## src/rtl/aes_round_sequencer_if.sv

```systemverilog
// Valid/ready block stream carrying one 128-bit AES block (byte 0 in [127:120]).
// The producer uses the master modport and the consumer uses the slave modport.
interface aes_round_sequencer_if;
   logic         valid;
   logic         ready;
   logic [127:0] data;

   modport master (output valid, output data, input ready);
   modport slave  (input valid, input data, output ready);
endinterface

```

## src/rtl/aes_round_sequencer.sv

```systemverilog
// Iterative AES encryption sequencer: owns the cipher state and steps an external round datapath.
// Build option AES_SEQ_ZEROIZE_EN clears the state register when a ciphertext is handed off.
module aes_round_sequencer #(
   parameter int NR  = 10,
   parameter int RKW = 4
) (
   input  logic                clk,
   input  logic                rst_n,
   aes_round_sequencer_if.slave  in_if,
   aes_round_sequencer_if.master out_if,
   output logic [RKW-1:0]      rk_idx,
   input  logic [127:0]        rk,
   output logic [127:0]        dp_state,
   output logic                dp_final,
   input  logic [127:0]        dp_result,
   output logic                busy
);

   localparam logic [RKW-1:0] LAST = RKW'(NR);

   typedef enum logic [1:0] {S_IDLE, S_ROUND, S_DONE} fsm_t;

   fsm_t           fsm;
   logic [RKW-1:0] round;
   logic [127:0]   state;
   logic           in_ready_q;
   logic           out_valid_q;
   logic           busy_q;
   logic           dp_final_q;

   // All control outputs are registered. The round counter doubles as the key index,
   // so it sits at 0 outside ROUND.
   always_ff @(posedge clk or negedge rst_n) begin
      if (!rst_n) begin
         fsm         <= S_IDLE;
         round       <= '0;
         state       <= '0;
         in_ready_q  <= 1'b1;
         out_valid_q <= 1'b0;
         busy_q      <= 1'b0;
         dp_final_q  <= 1'b0;
      end else begin
         case (fsm)
            S_IDLE: begin
               if (in_if.valid) begin
                  state      <= in_if.data ^ rk;
                  round      <= RKW'(1);
                  fsm        <= S_ROUND;
                  in_ready_q <= 1'b0;
                  busy_q     <= 1'b1;
                  dp_final_q <= 1'b0;
               end
            end
            S_ROUND: begin
               state <= dp_result;
               if (round == LAST) begin
                  round       <= '0;
                  fsm         <= S_DONE;
                  out_valid_q <= 1'b1;
                  dp_final_q  <= 1'b0;
               end else begin
                  round      <= round + RKW'(1);
                  dp_final_q <= ((round + RKW'(1)) == LAST);
               end
            end
            S_DONE: begin
               if (out_if.ready) begin
                  fsm         <= S_IDLE;
                  out_valid_q <= 1'b0;
                  busy_q      <= 1'b0;
                  in_ready_q  <= 1'b1;
`ifdef AES_SEQ_ZEROIZE_EN
                  state       <= '0;
`else
                  state       <= state;
`endif
               end
            end
            default: begin
               fsm         <= S_IDLE;
               round       <= '0;
               in_ready_q  <= 1'b1;
               out_valid_q <= 1'b0;
               busy_q      <= 1'b0;
               dp_final_q  <= 1'b0;
            end
         endcase
      end
   end

   assign in_if.ready  = in_ready_q;
   assign out_if.valid = out_valid_q;
   assign out_if.data  = state;
   assign rk_idx       = round;
   assign dp_state     = state;
   assign dp_final     = dp_final_q;
   assign busy         = busy_q;

endmodule

```

## src/flat_wrapper.sv

```systemverilog
// flat-port wrapper written by rule: the top's interface ports become plain ports
module aes_round_sequencer_flat 
#(
   parameter int NR  = 10,
   parameter int RKW = 4
)
  (clk, rst_n, rk_idx, rk, dp_state, dp_final, dp_result, busy, in_if_valid, in_if_data, in_if_ready, out_if_valid, out_if_data, out_if_ready);
  aes_round_sequencer_if in_if_i ();
  aes_round_sequencer_if out_if_i ();
  input  logic clk;
  input  logic rst_n;
  output logic [RKW-1:0] rk_idx;
  input  logic [127:0] rk;
  output logic [127:0] dp_state;
  output logic dp_final;
  input  logic [127:0] dp_result;
  output logic busy;
  input wire logic [$bits(in_if_i.valid)-1:0] in_if_valid;
  input wire logic [$bits(in_if_i.data)-1:0] in_if_data;
  output wire logic [$bits(in_if_i.ready)-1:0] in_if_ready;
  output wire logic [$bits(out_if_i.valid)-1:0] out_if_valid;
  output wire logic [$bits(out_if_i.data)-1:0] out_if_data;
  input wire logic [$bits(out_if_i.ready)-1:0] out_if_ready;
  assign in_if_i.valid = in_if_valid;
  assign in_if_i.data = in_if_data;
  assign in_if_ready = in_if_i.ready;
  assign out_if_valid = out_if_i.valid;
  assign out_if_data = out_if_i.data;
  assign out_if_i.ready = out_if_ready;
  aes_round_sequencer #(.NR(NR), .RKW(RKW)) u_core (.clk(clk), .rst_n(rst_n), .in_if(in_if_i), .out_if(out_if_i), .rk_idx(rk_idx), .rk(rk), .dp_state(dp_state), .dp_final(dp_final), .dp_result(dp_result), .busy(busy));
endmodule
```

## config.mk

```make
export PLATFORM = sky130hd
export DESIGN_NAME = aes_round_sequencer_flat
export DESIGN_NICKNAME = d
export VERILOG_FILES = /design/src/rtl/aes_round_sequencer_if.sv /design/src/rtl/aes_round_sequencer.sv /design/src/flat_wrapper.sv
export SDC_FILE = /design/constraint.sdc
export NUM_CORES = 1
export LEC_CHECK = 0
export BUFFER_PORTS_ARGS = -buffer_cell sky130_fd_sc_hd__buf_2
export CAP_MARGIN = 10
export CORE_AREA = 8 8 245 247
export DETAILED_ROUTE_END_ITERATION = 8
export DIE_AREA = 0 0 253 255
export PLACE_DENSITY = 0.49
export SLEW_MARGIN = 5
export SYNTH_ARGS = -nofsm -noshare
export SYNTH_HDL_FRONTEND = slang
export SYNTH_SLANG_ARGS = --single-unit
export TNS_END_PERCENT = 1
```

## constraint.sdc

```tcl
create_clock -name clk -period 2.2 [get_ports clk]
set_input_delay 0.22 -clock clk [delete_from_list [all_inputs] [get_ports clk]]
set_output_delay 0.22 -clock clk [all_outputs]
set_load 0.03 [all_outputs]
```

======== Yosys cells after proc, flatten, opt, wreduce, memory -nomap -nowiden ========
Cells that the tools add are included.
word-level totals
  memories kept ........................... 0
  latch bits .............................. 0
  bits in read-only memories .............. 0
  output and inout port bits .............. 264
  bits in registers ....................... 138
  logic and storage cells ................. 45
  bits of input ports ..................... 388
  memory bits (writable) .................. 0
cells by class
  add/subtract/negate cells ............... 1
  reductions and logical operators ........ 7
  $lt $le $gt $ge ......................... 0
  multipliers ............................. 0
  divide/modulo/power cells ............... 0
  shifts and indexed selects .............. 0
  bitwise gates (word level) .............. 4
  equal/unequal tests ..................... 7
  multiplexer cells ....................... 19
operators by type and width
  kind                   count
  $pmux W128 S2          1
  $mux W128              1
  $xor A128 B128 Y128    1
  $pmux W1 S3            4
  $pmux W4 S3            1
  $reduce_and A3 Y1      3
  $eq A4 B4 Y1 const B   2
  $mux W4                2
  $mux W1                6
  $mux W2                3
  $pmux W2 S3            1
  $add A4 B1 Y4 const B  1
  $ne A2 B2 Y1 const B   2
  $reduce_and A2 Y1      2
  $not A1 Y1             3
  $eq A2 B1 Y1 const B   1
  $eq A2 B2 Y1 const B   1
  $logic_not A2 Y1       1
  $ne A2 B1 Y1 const B   1
  $reduce_bool A2 Y1     1

======== Longest topological paths before layout ========
  depth after elaboration ................. 4
  gate-level depth with buffers ........... 6
  depth with buffers taken out ............ 5

======== Least setup slack after synthesis ========
Ideal clock, no wire load.
  path kind ............................... register to register
  from .................................... reg u_core.round[0] (netlist: u_core.rk_idx[0])
  to ...................................... reg u_core.out_valid_q (netlist: u_core.out_if.valid)
  cell stages (with the launch flop) ...... 6
  arrival ................................. 1.233 ns
  setup time .............................. 0.129 ns
  data required time ...................... 2.071 ns
  buffers on the path ..................... 0
  slack ................................... 0.838 ns
  cells stage by stage .................... dfrtp_1 inv_1 ha_1 and3b_1 a21oi_1 o21ai_0
between the ends
  longest elaborated chain between the ends .. 3
RTL lines
  what                         line                       RTL
  start: declaration           aes_round_sequencer.sv:24  logic [RKW-1:0] round;
  start signal: assignment     aes_round_sequencer.sv:62  round <= round + RKW'(1);
  $eq A4 B4 Y1                 aes_round_sequencer.sv:56  if (round == LAST) begin
  $ne A2 B1 Y1 (no line)       -
  $reduce_and A3 Y1 (no line)  -
  end signal: assignment       aes_round_sequencer.sv:59  out_valid_q <= 1'b1;
  end signal: assignment       aes_round_sequencer.sv:69  out_valid_q <= 1'b0;
  end signal: assignment       aes_round_sequencer.sv:83  out_valid_q <= 1'b0;
  end: declaration             aes_round_sequencer.sv:27  logic out_valid_q;
Every way passes these cells.
A chain may end at the register's enable or synchronous reset.

======== Worst setup path after layout ========
  from .................................... reg u_core.fsm[1]
  to ...................................... reg u_core.state[75] (netlist: u_core.dp_state[75])
between the ends
  longest elaborated chain between the ends .. 3
  elaborated cells on any way between the ends .. 6
  those cells by class .................... eq/ne: 2; mux: 1; reduce/logical: 3
RTL lines
  what                                                                 line                       RTL
  start: declaration                                                   aes_round_sequencer.sv:23  fsm_t fsm;
  start signal: assignment                                             aes_round_sequencer.sv:35  fsm <= S_IDLE;
  start signal: assignment                                             aes_round_sequencer.sv:48  fsm <= S_ROUND;
  start signal: assignment                                             aes_round_sequencer.sv:58  fsm <= S_DONE;
  $eq A2 B1 Y1 / $logic_not A2 Y1 (equally long branches)              aes_round_sequencer.sv:43  case (fsm)
  $reduce_bool A2 Y1 (no line) / $ne A2 B2 Y1 (equally long branches)  -
  $reduce_and A2 Y1 (no line)                                          -
  end signal: assignment                                               aes_round_sequencer.sv:46  state <= in_if.data ^ rk;
  end signal: assignment                                               aes_round_sequencer.sv:55  state <= dp_result;
  end signal: assignment                                               aes_round_sequencer.sv:75  state <= state;
  end: declaration                                                     aes_round_sequencer.sv:25  logic [127:0] state;
Parallel ways exist; a longest one is shown, timed or not.

==> impl_metrics.json <==
{
  "finalNetCount": 1880,
  "final_hold_viol_count": 0,
  "fin_crit_sh_pct": 73.78,
  "rows": 87,
  "synth_nets": 1280,
  "p_leak_nw": 6.215,
  "crit_path_start_kind": "register",
  "vias_per_cell": 4.164,
  "cts.sinks": 138,
  "io_pins": 652,
  "crit_path_max_incr_delay_ns": 0.50,
  "rsz0062_at_grt": "no",
  "yosys.area.top_type": "dfrtp_1",
  "cts_made_buffers": 17,
  "synth_warnings": 0,
  "drt-initial-drc-count": 375,
  "die_h_um": 255,
  "firstDrtPassIters": 5,
  "r2r_setup_slack_ns": 0.58,
  "cts_resized": 0,
  "dp_hpwl_um": 30870,
  "crit_fanout": 60,
  "cts_tree": "done",
  "cts.htree.levels": 4,
  "worst_pin_slew_ns": 0.6493,
  "grt_antenna_before_repair": 8,
  "min_path_type": "primary input to register",
  "finalWirelength_um": 39620,
  "synth_cells": 889,
  "grt_pass1_vias": 10180,
  "reg2reg_from": "u_core.fsm[1]",
  "path_delay_family": "flip-flops",
  "post-place-ws_ns": 0.5909,
  "setup_tns_ns": 0,
  "cts.clk_slew.worst_paths_ns": 0.07,
  "vias": 9411,
  "skew_ns": 0.008612,
  "path_depth": 4,
  "die_w_um": 253,
  "crit_slowest_cell": "dfrtp_1",
  "outcome": "finished clean",
  "drc": 0,
  "path_buf_inv": 1,
  "synth.distinct_cells": 29,
  "powerDensity_mw_per_mm2": 1244,
  "grt_max_degree": 70,
  "grt_overflow": 0,
  "drtAntennaViolNets": 0,
  "maxSlewViolCount": 0,
  "fmax_mhz": 616.1,
  "cts_hold_buf": 115,
  "end_kind": "register",
  "die_area_mm2": 0.06452,
  "worst_slack_ns": 0.5768,
  "critical_path_class": "register to register",
  "reg2reg_to": "u_core.dp_state[75]",
  "place_congestion": 0.8983,
  "setup_viol": 0,
  "crit_path_cell_trace": "nand2b_4 -> buf_12 -> o22ai_1 -> a21oi_1",
  "cts_setup_buffers": 0,
  "fin_crit_ns": 1.623,
  "grt_usage_pct": 11.45,
  "yosysSeqAreaShare_pct": 40.98,
  "avgSynthCellArea_um2": 9.482,
  "setup.worst_path.end": "u_core.dp_state[75]",
  "slew_headroom_pct": 56.71,
  "io_buffers": 651,
  "ys_seq_elements": 138,
  "crit_required_ns": 2.59,
  "wl_per_cell_um": 17.53,
  "layout-drive-gt1-share_pct": 46.67,
  "core_area_mm2": 0.05595,
  "crit_start": "u_core.fsm[1]",
  "r2r_cells": 4,
  "clock-root-buffer": "clkbuf_16",
  "clockBufferDepth": 2,
  "clk_latency_ns": 0.46,
  "worstPathArrival_ns": 2.01,
  "fillerInstances": 6213,
  "grt_pass1_wl_um": 58320,
  "area_growth_pct": 58.17,
  "syn_area_mm2": 0.008429,
  "ys_top_cells_by_area": "dfrtp_1 (41%), o22ai_1 (19%), xor2_1 (13%), buf_4 (12%), a21oi_1 (7.8%)",
  "peakVddDrop_mv": 0.5844,
  "max-cap-violations": 0,
  "hold_slack_ns": 0.05890,
  "initial_core_util_pct": 15.07,
  "post-synth-top-area-fraction_pct": 40.67
}
-- where the power goes --
group          switching, mW  internal, mW  total [mW]  leakage [nW]
combinational           6.23          2.73        8.95          4.33
clock                   1.25          1.90        3.14         0.297
sequential              1.06          3.43        4.49          1.58
total                   8.53          8.06        16.6          6.22
-- worst min-delay path, cell delays in order --
cell and delay [ns]:
buf_2 0.08, o22ai_1 0.06, a21oi_1 0.11
-- cell families (layout without fill, tap and decap cells) --
group / Yosys count / count (layout) / share of synthesized area (%)
other cells: 0 / 2 / 0
buf+inv: 204 / 817 / 16.22
flops: 138 / 138 / 40.98
xor+xnor: 130 / 130 / 13.51
compound gates: 399 / 399 / 27.79
simple gates: 15 / 15 / 1.054
fa+ha+maj: 3 / 3 / 0.4453
-- worst min-delay path by stage --
stage	from	end	slack, ns	depth (start not counted)
after floorplan	rst_n	u_core.busy	-0.08	0
after global placement	rst_n	u_core.dp_state[96]	0.11	1
after detailed placement	rst_n	u_core.dp_state[96]	0.12	1
after CTS	dp_result[52]	u_core.dp_state[52]	0.00003	3
after global routing	dp_result[32]	u_core.dp_state[32]	0.03	3
final	dp_result[16]	u_core.dp_state[16]	0.06	3
-- synth_stat cells --
master	n
a211oi_1	1
a21oi_1	131
and2b_1	1
and3b_1	1
buf_1	1
buf_2	37
buf_4	139
buf_6	3
clkbuf_1	16
clkbuf_4	3
clkinv_1	1
dfrtp_1	137
dfstp_2	1
ha_1	3
inv_1	4
nand2_1	2
nand2b_1	1
nand2b_2	2
nand3_1	2
nand3b_1	1
nand4_1	1
nor2_1	3
nor2b_1	1
o21ai_0	4
o22ai_1	257
o2bb2ai_1	5
o31ai_1	1
xnor2_1	1
xor2_1	129
-- per-layer routing --
metal,GRT usage (%),vias up,routed length [um]
li1,-,4396,-
met1,12.62,4470,15160
met4,4.586,6,894
met2,19.63,476,19700
met5,0,-,30
met3,4.558,63,3829
-- metrics by stage --
step | cells | total power [mW] | util (%) | area, um2
after floorplan | 889 | 11.21 | - | 8429
after global placement | 2111 | 13.33 | 20.64 | 11550
after detailed placement | 2111 | 13.40 | 20.64 | 11550
after CTS | 2258 | 16.84 | 23.82 | 13330
after global routing | 2259 | 17.55 | 23.82 | 13330
final | 2260 | 16.59 | 23.83 | 13330
-- sequential cells by signal (all words and copies together) (netlist names) --
| name | flops |
|---|---|
| u_core.fsm | 2 |
| u_core.out_if.valid | 1 |
| u_core.in_if.ready | 1 |
| u_core.rk_idx | 4 |
| u_core.busy | 1 |
| u_core.dp_final | 1 |
| u_core.dp_state | 128 |
-- placed cells by master (no fill, tap or decap), types with 3 or more instances in the layout --
cell,n
dfrtp_1,137
xor2_1,129
o21ai_0,4
clkbuf_16,17
nor2_1,3
dlygate4sd3_1,115
clkinv_4,3
a21oi_1,131
buf_12,11
ha_1,3
o2bb2ai_1,5
buf_2,649
buf_4,4
o22ai_1,257
clkinvlp_4,3
bufinv_16,4
inv_1,3
-- cell type report --
type | count | area [um2] | area share, %
repair buffers | 780 | 4661 | 34.96
flip-flops and latches | 138 | 3455 | 25.91
diodes | 2 | 5.005 | 0.03754
clock inverters | 14 | 196.4 | 1.473
well taps | 756 | 945.9 | 7.095
inverters | 5 | 23.77 | 0.1783
clock buffers | 18 | 429.2 | 3.219
multi-input cells | 547 | 3617 | 27.13
Power figures use the tool's default switching activity.
